[config.mk]
export PLATFORM = sky130hd
export DESIGN_NAME = wb_arbiter
export DESIGN_NICKNAME = d
export VERILOG_FILES = /design/src/rtl/wb_arbiter.sv
export SDC_FILE = /design/constraint.sdc
export NUM_CORES = 1
export LEC_CHECK = 0
export ABC_AREA = 1
export CAP_MARGIN = 0
export CELL_PAD_IN_SITES_DETAIL_PLACEMENT = 0
export CELL_PAD_IN_SITES_GLOBAL_PLACEMENT = 1
export CORE_MARGIN = 4
export CORE_UTILIZATION = 10
export DETAILED_ROUTE_END_ITERATION = 6
export PLACE_DENSITY_LB_ADDON = 0.1
export SETUP_SLACK_MARGIN = 0.2
export SYNTH_ARGS = -nofsm -noshare
export SYNTH_HDL_FRONTEND = slang
export SYNTH_SLANG_ARGS = --single-unit
export TNS_END_PERCENT = 30
[constraint.sdc]
create_clock -name wb_clk_i -period 1.18 [get_ports wb_clk_i]
set_input_delay 0.236 -clock wb_clk_i [delete_from_list [all_inputs] [get_ports wb_clk_i]]
set_output_delay 0.236 -clock wb_clk_i [all_outputs]
set_load 0.02 [all_outputs]
[src/rtl/wb_arbiter.sv]
// Round-robin Wishbone arbiter; the winner keeps the slave for its whole cyc so bursts pass intact.
// Optional no-ack watchdog with error abort enabled by defining WB_ARB_TIMEOUT_EN.
module wb_arbiter #(
  parameter int unsigned NUM_MASTERS    = 2,
  parameter int unsigned WB_ADDR_BITS   = 32,
  parameter int unsigned WORD_BYTES     = 4,
  parameter int unsigned TIMEOUT_CYCLES = 255
) (
  input  logic                                      wb_clk_i,
  input  logic                                      wb_rst_n_i,
  input  logic [NUM_MASTERS-1:0]                    m_cyc_i,
  input  logic [NUM_MASTERS-1:0]                    m_stb_i,
  input  logic [NUM_MASTERS*(WB_ADDR_BITS-2)-1:0]   m_addr_i,
  input  logic [NUM_MASTERS*3-1:0]                  m_cti_i,
  input  logic [NUM_MASTERS*2-1:0]                  m_bte_i,
  input  logic [NUM_MASTERS*WORD_BYTES-1:0]         m_sel_i,
  input  logic [NUM_MASTERS-1:0]                    m_we_i,
  input  logic [NUM_MASTERS*8*WORD_BYTES-1:0]       m_data_i,
  output logic [8*WORD_BYTES-1:0]                   m_data_o,
  output logic [NUM_MASTERS-1:0]                    m_ack_o,
  output logic [NUM_MASTERS-1:0]                    m_err_o,
  output logic                                      s_cyc_o,
  output logic                                      s_stb_o,
  output logic                                      s_we_o,
  output logic [WB_ADDR_BITS-3:0]                   s_addr_o,
  output logic [2:0]                                s_cti_o,
  output logic [1:0]                                s_bte_o,
  output logic [WORD_BYTES-1:0]                     s_sel_o,
  output logic [8*WORD_BYTES-1:0]                   s_data_o,
  input  logic [8*WORD_BYTES-1:0]                   s_data_i,
  input  logic                                      s_ack_i,
  output logic [NUM_MASTERS-1:0]                    gnt_o
);

  localparam int unsigned AW        = WB_ADDR_BITS - 2;
  localparam int unsigned WORD_BITS = 8 * WORD_BYTES;
  localparam int unsigned IDX_W     = $clog2(NUM_MASTERS);

  if (NUM_MASTERS < 2 || NUM_MASTERS > 8 || TIMEOUT_CYCLES < 1 || TIMEOUT_CYCLES > 255) begin : g_param_check
    $error("wb_arbiter: NUM_MASTERS must be 2..8 and TIMEOUT_CYCLES 1..255");
  end

`ifdef WB_ARB_TIMEOUT_EN
  typedef enum logic [1:0] {ST_IDLE = 2'd0, ST_BUS = 2'd1, ST_ERR = 2'd2} state_e;
`else
  typedef enum logic [1:0] {ST_IDLE = 2'd0, ST_BUS = 2'd1} state_e;
`endif

  state_e                 state_q, state_d;
  logic [NUM_MASTERS-1:0] gnt_q, gnt_d;
  logic [IDX_W-1:0]       last_q, last_d;
  logic                   found;
  int                     idx;
  logic                   sel_cyc;

`ifdef WB_ARB_TIMEOUT_EN
  logic [7:0] cnt_q, cnt_d;
  logic       err_q, err_d;
  logic       timeout_hit;

  assign timeout_hit = m_stb_i[last_q] && !s_ack_i && (cnt_q == 8'(TIMEOUT_CYCLES));
`endif

  // State, grant and rotation pointer
  always_ff @(posedge wb_clk_i or negedge wb_rst_n_i) begin
    if (!wb_rst_n_i) begin
      state_q <= ST_IDLE;
      gnt_q   <= '0;
      last_q  <= IDX_W'(NUM_MASTERS - 1);
`ifdef WB_ARB_TIMEOUT_EN
      cnt_q   <= '0;
      err_q   <= 1'b0;
`endif
    end else begin
      state_q <= state_d;
      gnt_q   <= gnt_d;
      last_q  <= last_d;
`ifdef WB_ARB_TIMEOUT_EN
      cnt_q   <= cnt_d;
      err_q   <= err_d;
`endif
    end
  end

  // Next-state: rotate search from last+1, hold grant until the winner drops cyc
  always_comb begin
    state_d = state_q;
    gnt_d   = gnt_q;
    last_d  = last_q;
    found   = 1'b0;
    idx     = 0;
`ifdef WB_ARB_TIMEOUT_EN
    cnt_d   = cnt_q;
    err_d   = 1'b0;
`endif
    case (state_q)
      ST_IDLE: begin
`ifdef WB_ARB_TIMEOUT_EN
        cnt_d = '0;
`endif
        for (int k = 1; k <= int'(NUM_MASTERS); k++) begin
          if (!found && m_cyc_i[(int'(last_q) + k) % int'(NUM_MASTERS)]) begin
            found = 1'b1;
            idx   = (int'(last_q) + k) % int'(NUM_MASTERS);
          end
        end
        if (found) begin
          state_d    = ST_BUS;
          gnt_d      = '0;
          gnt_d[idx] = 1'b1;
          last_d     = IDX_W'(idx);
        end
      end
      ST_BUS: begin
        if (!m_cyc_i[last_q]) begin
          state_d = ST_IDLE;
          gnt_d   = '0;
`ifdef WB_ARB_TIMEOUT_EN
        end else if (timeout_hit) begin
          state_d = ST_ERR;
          err_d   = 1'b1;
          cnt_d   = '0;
        end else if (s_ack_i || !m_stb_i[last_q]) begin
          cnt_d = '0;
        end else begin
          cnt_d = cnt_q + 8'd1;
`endif
        end
      end
`ifdef WB_ARB_TIMEOUT_EN
      ST_ERR: begin
        if (!m_cyc_i[last_q]) begin
          state_d = ST_IDLE;
          gnt_d   = '0;
        end
      end
`endif
      default: begin
        state_d = ST_IDLE;
        gnt_d   = '0;
      end
    endcase
  end

  // Slave-side mux follows the granted master's live inputs for zero added latency
  assign sel_cyc  = (state_q == ST_BUS) && m_cyc_i[last_q];
  assign s_cyc_o  = sel_cyc;
  assign s_stb_o  = sel_cyc && m_stb_i[last_q];
  assign s_we_o   = sel_cyc && m_we_i[last_q];
  assign s_addr_o = m_addr_i[int'(last_q)*AW +: AW];
  assign s_cti_o  = m_cti_i[int'(last_q)*3 +: 3];
  assign s_bte_o  = m_bte_i[int'(last_q)*2 +: 2];
  assign s_sel_o  = m_sel_i[int'(last_q)*WORD_BYTES +: WORD_BYTES];
  assign s_data_o = m_data_i[int'(last_q)*WORD_BITS +: WORD_BITS];

  assign m_data_o = s_data_i;
  assign m_ack_o  = (s_stb_o && s_ack_i) ? gnt_q : '0;
  assign gnt_o    = gnt_q;

`ifdef WB_ARB_TIMEOUT_EN
  assign m_err_o  = err_q ? gnt_q : '0;
`else
  assign m_err_o  = '0;
`endif

endmodule

* Word level (Yosys, flattened, before mapping)
Index checks and enable logic that the tools add are counted.
** Operators by class
- $add $sub $neg :: 2
- Multiply operators :: 2
- Order comparisons :: 5
- Eq/ne operators :: 3
- Shift operators :: 5
- Muxes and demuxes :: 27
- Bitwise logic cells :: 2
- Reductions and logical operators :: 10
** Operator list (count)
- 2-to-1 mux 32 bit :: 3
- variable part select 64 x 7 -> 32 bit :: 1
- variable part select 60 x 7 -> 30 bit :: 1
- >= comparator 32 x 1 -> 1 bit, second input constant :: 1
- < comparator 32 x 3 -> 1 bit, second input constant :: 1
- 2-to-1 mux 1 bit :: 17
- 2-to-1 mux 2 bit :: 4
- case mux 2 bit (2 select lines) :: 2
- variable part select 8 x 4 -> 4 bit :: 1
- logical AND 1 bit :: 6
- < comparator 2 x 3 -> 1 bit, second input constant :: 2
- variable part select 6 x 4 -> 3 bit :: 1
- multiplier 1 x 4 -> 5 bit, second input constant :: 1
- != test 2 bit, second input constant :: 2
- AND reduction 2 bit :: 2
- variable part select 4 x 3 -> 2 bit :: 1
- multiplier 1 x 2 -> 3 bit, second input constant :: 1
- adder 1 bit, second input constant :: 2
- AND 1 bit, first input constant :: 2
- == test 2 x 1 -> 1 bit, second input constant :: 1
- logical NOT 2 bit :: 1
- < comparator 1 x 2 -> 1 bit, second input constant :: 1
- demux 1 bit (select 1 bit) :: 1
- logical NOT 1 bit :: 1
** Storage, ports and cells
- Register bits :: 5
- Input port bits :: 183
- Output and inout port bits :: 112
- Word-level logic and storage cells :: 59

* Longest topological paths before layout
Gate-level depths: netlist of the first run.
- Depth in word-level cells :: 17
- Depth in mapped cells :: 6
- Gate-level depth less buffers :: 6

* Least setup slack after synthesis of the first run
OpenSTA, ideal clock, no wires.
- Path type :: reg2out
- Start point :: register last_q
- End point :: output s_we_o
- Data arrival time :: 1.165 ns
- Data required time :: 0.944 ns
- Slack :: -0.221 ns
- Stages on the path, launching flop included :: 4
- Path buffers :: 1
- Cells stage by stage :: dfstp_2 buf_4 nand2_1 a21oi_1
** On the way
- Word-level cells in the longest chain between the ends :: 4
- Elaborated cells on any way between the ends :: 6
- Classes of those cells :: mux (4); reduce/logical (2)
** RTL lines
- start: declaration :: line 51 : logic [IDX_W-1:0] last_q, last_d;
- start signal: assignment :: line 69 : last_q <= IDX_W'(NUM_MASTERS - 1);
- start signal: assignment :: line 77 : last_q <= last_d;
- 2-to-1 mux 1 bit (implied by the code) (2 in a row) :: line 146 : assign sel_cyc = (state_q == ST_BUS) && m_cyc_i[last_q];
- logical AND 1 bit :: line 146
- logical AND 1 bit * :: line 149 : assign s_we_o = sel_cyc && m_we_i[last_q];
- end: declaration :: line 24 : output logic s_we_o,
Mark *: on every way between the ends. The rest lies on a longest branch, timed or not. The select of a mux whose other input is x is not followed.

* Worst setup path in the final report of the first run
- Start point :: register last_q
- End point :: output m_ack_o[0]
** On the way
- Word-level cells in the longest chain between the ends :: 6
- Elaborated cells on any way between the ends :: 8
- Classes of those cells :: mux (5); reduce/logical (3)
** RTL lines
- 2-to-1 mux 1 bit (implied by the code) (2 in a row) :: line 146
- logical AND 1 bit :: line 146
- logical AND 1 bit * :: line 148 : assign s_stb_o = sel_cyc && m_stb_i[last_q];
- logical AND 1 bit * :: line 157 : assign m_ack_o = (s_stb_o && s_ack_i) ? gnt_q : '0;
- 2-to-1 mux 2 bit * :: line 157
- end: declaration :: line 20 : output logic [NUM_MASTERS-1:0] m_ack_o,
Marked as above.

==> metrics.txt, run 1 <==
# TYPE chip_impl_metric gauge
chip_impl_info{name="setup.worst_path.start_class",value="flip-flop"} 1
chip_impl_metric{name="synth-seq-area-share",unit=""} 0.06830
chip_impl_metric{name="initial_antenna_violation_count",unit=""} 1
chip_impl_metric{name="placeableCoreArea",unit="µm²"} 14530
chip_impl_metric{name="postSynthRegisterBits",unit=""} 4
chip_impl_metric{name="rr_worst_depth",unit=""} 6
chip_impl_info{name="cts_root_buffer",value="clkbuf_16"} 1
chip_impl_metric{name="final_layout_size_suffix_gt1_frac",unit=""} 0.2885
chip_impl_metric{name="max_freq",unit="GHz"} 0.5590
chip_impl_metric{name="cp_data_required_time",unit="ns"} 0.94
chip_impl_metric{name="detailedPlacementHpwl",unit="µm"} 7272
chip_impl_metric{name="worst_ep_arrival_time",unit="ns"} 1.55
chip_impl_metric{name="final_period_demand_of_the_worst_path",unit="ns"} 1.789
chip_impl_metric{name="post-route-period-util",unit=""} 1.516
chip_impl_metric{name="die_w",unit="µm"} 129.8
chip_impl_metric{name="count_of_filler_cells_inserted_in_the_layout",unit=""} 1668
chip_impl_metric{name="power.ir.vdd_worst",unit="mV"} 0.6181
chip_impl_metric{name="cts-htree-levels",unit=""} 1
chip_impl_metric{name="final_core_utilization",unit=""} 0.2669
chip_impl_metric{name="post_synth_inst_count",unit=""} 301
chip_impl_metric{name="final_hold_viol_count",unit=""} 0
chip_impl_metric{name="cts-buffers-inserted",unit=""} 3
chip_impl_metric{name="first_global_vias",unit=""} 2373
chip_impl_metric{name="io_buffers",unit=""} 228
chip_impl_metric{name="synth-async-reset-ratio",unit=""} 1.000
chip_impl_metric{name="post_synth.cell_area_avg",unit="µm²"} 4.930
chip_impl_info{name="critPathKind",value="flip-flop to output port"} 1
chip_impl_metric{name="first_pass_grt_wire_length",unit="µm"} 11930
chip_impl_metric{name="largest_net_degree_at_the_start_of_global_routing",unit=""} 23
chip_impl_metric{name="synthesis.yosys.warnings",unit=""} 0
chip_impl_metric{name="drtPass1Iterations",unit=""} 4
chip_impl_info{name="clock_tree_from_tritoncts",value="done"} 1
chip_impl_metric{name="fin_ws",unit="ns"} -0.6089
chip_impl_metric{name="cellLeakagePower",unit="nW"} 1.938
chip_impl_metric{name="num_antenna_cells",unit=""} 0
chip_impl_metric{name="totalNegativeSetupSlack",unit="ns"} -37.24
chip_impl_metric{name="design.portCount",unit=""} 295
chip_impl_metric{name="cts.clk_slew.worst_paths",unit="ns"} 0.03
chip_impl_metric{name="floorplan.die_area",unit="µm²"} 16850
chip_impl_metric{name="cap_viol_max_count",unit=""} 0
chip_impl_info{name="postSynth.topFlopCell",value="dfrtp_1"} 1
chip_impl_metric{name="antenna_left",unit=""} 0
chip_impl_info{name="worst_hold_path_type",value="input pin to asynchronous set/reset pin"} 1
chip_impl_info{name="failing_checks",value="setup timing"} 1
chip_impl_info{name="regToRegEndpoint",value="state_q[0]"} 1
chip_impl_metric{name="edff_count_synth",unit=""} 0
chip_impl_metric{name="worst_skew_pair.late_latency",unit="ns"} 0.22
chip_impl_metric{name="post-route-drc-count",unit=""} 0
chip_impl_info{name="cp_slowest_cell",value="dfstp_2"} 1
chip_impl_info{name="ys_top_cells_by_count",value="nand2_1 (226), buf_4 (35), buf_6 (14), inv_1 (6)"} 1
chip_impl_metric{name="flow.area_growth_from_synthesis",unit="%"} 161.4
chip_impl_metric{name="final_skew",unit="ns"} 0.002999
chip_impl_metric{name="wl_per_cell",unit="µm"} 12.24
chip_impl_metric{name="critical_path.n_buffers_inverters",unit=""} 2
chip_impl_info{name="reg2reg_from",value="last_q"} 1
chip_impl_metric{name="regToRegSetupSlack",unit="ns"} -0.25
chip_impl_metric{name="post_dp_cell_area",unit="µm²"} 3871
chip_impl_metric{name="avgViaCountPerCell",unit=""} 3.525
chip_impl_info{name="cp-end-kind",value="output port"} 1
chip_impl_metric{name="placementRows",unit=""} 44
chip_impl_metric{name="instances_no_fill",unit=""} 690
chip_impl_metric{name="numClockSinks",unit=""} 4
chip_impl_info{name="worstPathCellList",value="buf_6 > nand2_2 > o21ai_1 > nand4_1 > nor2_2 > buf_4"} 1
chip_impl_info{name="synthMostInstantiatedCell",value="nand2_1"} 1
chip_impl_metric{name="finished_layout_cell_area",unit="µm²"} 3879
chip_impl_metric{name="dp_slack",unit="ns"} -0.9676
chip_impl_metric{name="synth.cell_area",unit="µm²"} 1484
chip_impl_metric{name="portion_of_synthesized_cell_area_occupied_by_the_leading_cell_type",unit=""} 0.5717
chip_impl_info{name="outcome",value="complete, but fails checks"} 1
chip_impl_metric{name="power-per-cell-area",unit="nW/µm²"} 1940
chip_impl_metric{name="postRouteWirelength",unit="µm"} 8446
chip_impl_info{name="worst_path_top_cell_family_by_delay",value="flip-flops"} 1
chip_impl_metric{name="drtIter0Drc",unit=""} 40
chip_impl_metric{name="final_max_slew_viol_count",unit=""} 0
chip_impl_metric{name="grt_remaining_overflow",unit=""} 0
chip_impl_metric{name="gp_routability_congestion",unit=""} 0.6733
chip_impl_info{name="synth.area.top_cells",value="nand2_1 (57%), buf_4 (18%), buf_6 (11%)"} 1
chip_impl_metric{name="final.hold.worst_slack",unit="ns"} 0.2144
chip_impl_metric{name="initial_core_util",unit=""} 0.1021
chip_impl_metric{name="die_h",unit="µm"} 129.8
chip_impl_metric{name="report.power.total",unit="mW"} 7.526
chip_impl_metric{name="post_synth_num_cell_types",unit=""} 19
chip_impl_metric{name="worstPathMaxFanout",unit=""} 6
chip_impl_info{name="synthDominantAreaCellType",value="nand2_1"} 1
chip_impl_metric{name="worst_path_largest_cell_delay",unit="ns"} 0.61
chip_impl_metric{name="vias",unit=""} 2432
chip_impl_metric{name="cts_max_path_buffers",unit=""} 2
chip_impl_metric{name="design.final.nets",unit=""} 690
chip_impl_metric{name="setup_viol_count_final",unit=""} 80
chip_impl_info{name="grt_setup_unrepaired",value="yes"} 1
chip_impl_metric{name="global_route.usage.total",unit=""} 0.08833
chip_impl_metric{name="place.detailed.instances",unit=""} 682
worst register-to-register path, stage by stage (launching register included):
cell,delay [ns]
dfstp_2,0.61
buf_6,0.14
nand2_1,0.08
nand3_4,0.11
inv_2,0.05
buf_4,0.12
or2_1,0.19
flip-flops by register name, summed over array words and instances, names as in the netlist:
name     count
state_q      1
gnt_o        2
last_q       1
area by class of cell:
class	count	area, µm²	area share
inverter	7	28.78	0.007419
timing repair buffer	250	2333	0.6016
multi-input combinational	241	1106	0.2852
clock buffer	4	78.83	0.02032
sequential	4	101.3	0.02613
tap	184	230.2	0.05935
metal layers:
layer	vias to the layer above	share of wire	GRT usage
met3	20	0.14	0.04298
met5	-	0.0013	0
met4	2	0.016	0.02078
met1	1009	0.31	0.08061
met2	132	0.53	0.1741
li1	1269	-	-
cell usage in the layout, fill, tap and decap left out:
master / Yosys / final
nand2_1: 226 / 192
clkdlybuf4s50_1: 0 / 150
buf_4: 35 / 51
buf_2: 0 / 23
nand2_2: 0 / 21
nand2_4: 0 / 13
clkdlybuf4s15_2: 0 / 13
buf_6: 14 / 6
inv_1: 6 / 5
buf_12: 0 / 5
clkbuf_16: 0 / 3
dfrtp_1: 3 / 3
a21oi_2: 0 / 2
o21ai_1: 1 / 2
nor2_2: 0 / 2
conb_1: 1 / 2
inv_4: 0 / 1
nand3_4: 0 / 1
inv_2: 1 / 1
nand4_1: 1 / 1
a21oi_1: 3 / 1
o211ai_2: 1 / 1
or2_1: 1 / 1
nand3_1: 1 / 1
o211ai_1: 1 / 1
clkbuf_1: 1 / 1
dfstp_2: 1 / 1
clkbuf_2: 0 / 1
buf_8: 0 / 1
report_power, final:
| group | total [mW] | switching, mW | leakage [nW] | internal [mW] |
|---|---|---|---|---|
| Combinational | 6.68 | 3.77 | 1.85 | 2.90 |
| Clock | 0.537 | 0.0912 | 0.0382 | 0.446 |
| Sequential | 0.313 | 0.0943 | 0.0477 | 0.219 |
| Total | 7.53 | 3.96 | 1.94 | 3.57 |
what timing repair did:
item,4_1_cts,5_1_grt
pin swaps,1,5
setup endpoints to repair,82,82
setup buffers,4,0
gates resized for setup,304,66
hold buffers,0,0
cells by family (layout without fill, tap and decap cells):
group                  count (synthesis)  after routing  synth area share
and+or+nand+nor                      232            232            0.5953
buffers and inverters                 57            261            0.3035
DFF                                    4              4           0.06830
AOI/OAI and AO/OA                      7              7           0.03035
other                                  1              2          0.002527
worst max path at each step:
stage / startpoint / to / slack [ns] / cells past startpoint
global placement: m_cyc_i[0] / m_ack_o[0] / -0.97 / 6
floorplan: last_q / m_ack_o[0] / -0.11 / 4
global route: last_q / m_ack_o[1] / -0.73 / 6
finish: last_q / m_ack_o[0] / -0.61 / 6
CTS: last_q / s_addr_o[15] / -0.67 / 5
detailed placement: m_cyc_i[0] / m_ack_o[1] / -0.97 / 6
Power figures use the tool's default switching activity.
==> inputs of run 2 (changes only) <==
--- a/config.mk
+++ b/config.mk
@@ -6,7 +6,7 @@
 export NUM_CORES = 1
 export LEC_CHECK = 0
 export ABC_AREA = 1
-export CAP_MARGIN = 0
+export CAP_MARGIN = 25
 export CELL_PAD_IN_SITES_DETAIL_PLACEMENT = 0
 export CELL_PAD_IN_SITES_GLOBAL_PLACEMENT = 1
 export CORE_MARGIN = 4
==> results of run 2 <==
Final layout, timing and power as in run 1 (identical DEF).
==> inputs of run 3 (changes only) <==
--- a/config.mk
+++ b/config.mk
@@ -5,7 +5,7 @@
 export SDC_FILE = /design/constraint.sdc
 export NUM_CORES = 1
 export LEC_CHECK = 0
-export ABC_AREA = 1
+export ABC_AREA = 0
 export CAP_MARGIN = 25
 export CELL_PAD_IN_SITES_DETAIL_PLACEMENT = 0
 export CELL_PAD_IN_SITES_GLOBAL_PLACEMENT = 1
==> metrics.txt, run 3 <==
# TYPE chip_impl_metric gauge
chip_impl_metric{name="avgViaCountPerCell",unit=""} 3.701
chip_impl_metric{name="gp_routability_congestion",unit=""} 0.8168
chip_impl_metric{name="worstPathMaxFanout",unit=""} 6
chip_impl_info{name="ys_top_cells_by_count",value="mux2_2 (71), buf_4 (34), a21oi_1 (5), buf_6 (5)"} 1
chip_impl_metric{name="cts.clk_slew.worst_paths",unit="ns"} 0.03
chip_impl_metric{name="first_global_vias",unit=""} 2013
chip_impl_metric{name="route.layer.met1.wl",unit="µm"} 4206
chip_impl_info{name="cp-end-kind",value="output port"} 1
chip_impl_metric{name="wl_per_cell",unit="µm"} 21.15
chip_impl_metric{name="worst_ep_arrival_time",unit="ns"} 1.70
chip_impl_metric{name="rr_worst_depth",unit=""} 6
chip_impl_info{name="failing_checks",value="setup timing"} 1
chip_impl_metric{name="flow.area_growth_from_synthesis",unit="%"} 198.3
chip_impl_metric{name="numClockSinks",unit=""} 4
chip_impl_metric{name="io_buffers",unit=""} 228
chip_impl_info{name="reg2reg_from",value="last_q"} 1
chip_impl_metric{name="floorplan.die_area",unit="µm²"} 16530
chip_impl_info{name="cts_root_buffer",value="clkbuf_16"} 1
chip_impl_metric{name="final_skew",unit="ns"} 0.001068
chip_impl_metric{name="dr_wl_met3",unit="µm"} 1160
chip_impl_metric{name="cp_data_required_time",unit="ns"} 0.94
chip_impl_info{name="routed.top_layer",value="met4"} 1
chip_impl_info{name="setup.worst_path.start_class",value="flip-flop"} 1
chip_impl_metric{name="edff_count_synth",unit=""} 0
chip_impl_metric{name="synth.cell_area",unit="µm²"} 1454
chip_impl_metric{name="post_dp_cell_area",unit="µm²"} 3809
chip_impl_metric{name="cap_viol_max_count",unit=""} 0
chip_impl_metric{name="post_synth_inst_count",unit=""} 150
chip_impl_metric{name="largest_net_degree_at_the_start_of_global_routing",unit=""} 15
chip_impl_metric{name="final_max_slew_viol_count",unit=""} 0
chip_impl_info{name="grt_setup_unrepaired",value="yes"} 1
chip_impl_metric{name="finished_layout_cell_area",unit="µm²"} 4337
chip_impl_metric{name="placementRows",unit=""} 43
chip_impl_info{name="clock_tree_from_tritoncts",value="done"} 1
chip_impl_metric{name="design.final.nets",unit=""} 552
chip_impl_metric{name="design.portCount",unit=""} 295
chip_impl_info{name="worst_hold_path_type",value="input pin to asynchronous set/reset pin"} 1
chip_impl_metric{name="postSynthRegisterBits",unit=""} 4
chip_impl_info{name="synthMostInstantiatedCell",value="mux2_2"} 1
chip_impl_metric{name="dp_slack",unit="ns"} -0.9282
chip_impl_metric{name="drtPass1Iterations",unit=""} 3
chip_impl_metric{name="global_route.usage.total",unit=""} 0.1241
chip_impl_metric{name="cellLeakagePower",unit="nW"} 1.920
chip_impl_metric{name="post-route-drc-count",unit=""} 0
chip_impl_metric{name="antenna_left",unit=""} 0
chip_impl_metric{name="worst_skew_pair.late_latency",unit="ns"} 0.23
chip_impl_info{name="postSynth.topFlopCell",value="dfrtp_1"} 1
chip_impl_metric{name="synth-async-reset-ratio",unit=""} 1.000
chip_impl_metric{name="initial_antenna_violation_count",unit=""} 1
chip_impl_metric{name="cts_hold_repair.buffers",unit=""} 0
chip_impl_metric{name="cts-htree-levels",unit=""} 1
chip_impl_metric{name="synth-seq-area-share",unit=""} 0.06971
chip_impl_metric{name="detailedPlacementHpwl",unit="µm"} 9654
chip_impl_metric{name="post_synth.cell_area_avg",unit="µm²"} 9.693
chip_impl_metric{name="vias",unit=""} 2032
chip_impl_metric{name="die_h",unit="µm"} 128.6
chip_impl_info{name="synthDominantAreaCellType",value="mux2_2"} 1
chip_impl_metric{name="die_w",unit="µm"} 128.6
chip_impl_metric{name="regToRegSetupSlack",unit="ns"} -0.21
chip_impl_info{name="regToRegEndpoint",value="state_q[0]"} 1
chip_impl_metric{name="post-route-period-util",unit=""} 1.639
chip_impl_metric{name="largest_register_ff_count",unit=""} 2
chip_impl_metric{name="count_of_filler_cells_inserted_in_the_layout",unit=""} 1459
chip_impl_metric{name="grt_remaining_overflow",unit=""} 0
chip_impl_metric{name="drtIter0Drc",unit=""} 76
chip_impl_info{name="mostFrequentLayoutCells",value="clkdlybuf4s50_1 (148), buf_6 (66), mux2_4 (50)"} 1
chip_impl_metric{name="met2RoutedLength",unit="µm"} 6123
chip_impl_info{name="outcome",value="complete, but fails checks"} 1
chip_impl_metric{name="placeableCoreArea",unit="µm²"} 14040
chip_impl_metric{name="first_pass_grt_wire_length",unit="µm"} 14970
chip_impl_metric{name="power.ir.vdd_worst",unit="mV"} 0.5373
chip_impl_metric{name="initial_core_util",unit=""} 0.1035
chip_impl_metric{name="final_layout_size_suffix_gt1_frac",unit=""} 0.5380
chip_impl_info{name="mostFrequentLayoutCell",value="clkdlybuf4s50_1"} 1
chip_impl_metric{name="postRouteWirelength",unit="µm"} 11610
chip_impl_info{name="critPathKind",value="flip-flop to output port"} 1
chip_impl_metric{name="final.hold.worst_slack",unit="ns"} 0.2228
chip_impl_metric{name="max_freq",unit="GHz"} 0.5171
chip_impl_metric{name="fin_ws",unit="ns"} -0.7538
chip_impl_metric{name="power-per-cell-area",unit="nW/µm²"} 1878
chip_impl_metric{name="setup_viol_count_final",unit=""} 80
chip_impl_metric{name="synthesis.yosys.warnings",unit=""} 0
chip_impl_metric{name="final_hold_viol_count",unit=""} 0
chip_impl_metric{name="report.power.total",unit="mW"} 8.144
chip_impl_metric{name="final_period_demand_of_the_worst_path",unit="ns"} 1.934
chip_impl_metric{name="post_synth_num_cell_types",unit=""} 25
chip_impl_metric{name="cts-buffers-inserted",unit=""} 3
chip_impl_metric{name="portion_of_synthesized_cell_area_occupied_by_the_leading_cell_type",unit=""} 0.5499
chip_impl_metric{name="cts_max_path_buffers",unit=""} 2
chip_impl_info{name="synth.area.top_cells",value="mux2_2 (55%), buf_4 (18%), dfrtp_1 (5.2%)"} 1
==> run 3: changes by cell type after synthesis, sizes merged, moves of 4 or more <==
cell,change
and3,+4
buf,-9
clkbuf,+4
inv,-6
mux2,+71
nand2,-224
==> run 3: cell families (layout without fill, tap and decap cells) <==
logic type             Yosys count  count (layout)  synth area share
multiplexers                    73              73            0.5637
AND/OR/NAND/NOR                 15              15           0.05766
flip-flops                       4               4           0.06971
other                            1               3          0.002579
AO/OA/AOI/OAI                   11              11           0.04475
buffers and inverters           46             263            0.2616
==> run 3: worst max path at each step <==
stage | from | to | slack, ns | cells past startpoint
after CTS | last_q | s_addr_o[25] | -0.77 | 4
after global routing | last_q | s_addr_o[6] | -0.78 | 4
after detailed placement | m_cyc_i[1] | m_ack_o[0] | -0.93 | 5
final | last_q | s_data_o[17] | -0.75 | 4
after global placement | m_cyc_i[1] | m_ack_o[1] | -0.94 | 5
after floorplan | last_q | m_ack_o[0] | -0.28 | 4
==> run 3: worst max-delay path: stages (launching register included) <==
cell       delay [ns]
dfstp_4          0.68
buf_12           0.16
clkbuf_16        0.17
mux2_4           0.32
buf_6            0.13
==> run 3: stage by stage <==
step,utilization,setup TNS (ns),cells
floorplan,-,-18.85,151
global placement,0.2712,-67.44,529
detailed placement,0.2712,-68.15,529
CTS,0.2792,-54.47,540
global route,0.3088,-55.56,549
finish,0.3088,-52.54,549
==> run 3: layout make-up <==
cell class,instances,area (µm²),share of cell area
Antenna cell,1,2.502,0.0005770
Clock buffer,4,78.83,0.01818
Inverter,1,3.754,0.0008656
Multi-Input combinational cell,101,1237,0.2853
Sequential cell,4,105.1,0.02424
Tap cell,180,225.2,0.05193
Timing Repair Buffer,258,2684,0.6189
==> run 3: timing repair <==
item                       in CTS  in global routing
setup endpoints to repair      82                 82
gates resized for setup       385                124
buffers inserted                5                  6
cloned                          2                  2
pin swaps                       0                  6
==> run 3: routing by layer <==
metal	up-vias	track usage
met2	116	0.2397
met5	-	0
met1	954	0.1305
met3	19	0.04027
met4	0	0.02594
li1	943	-
==> run 3: power breakdown <==
| part | leakage, nW | switching, mW | internal, mW |
|---|---|---|---|
| Combinational | 1.83 | 3.06 | 4.22 |
| Sequential | 0.0476 | 0.0878 | 0.222 |
| Clock | 0.0382 | 0.109 | 0.447 |
| Total | 1.92 | 3.26 | 4.89 |
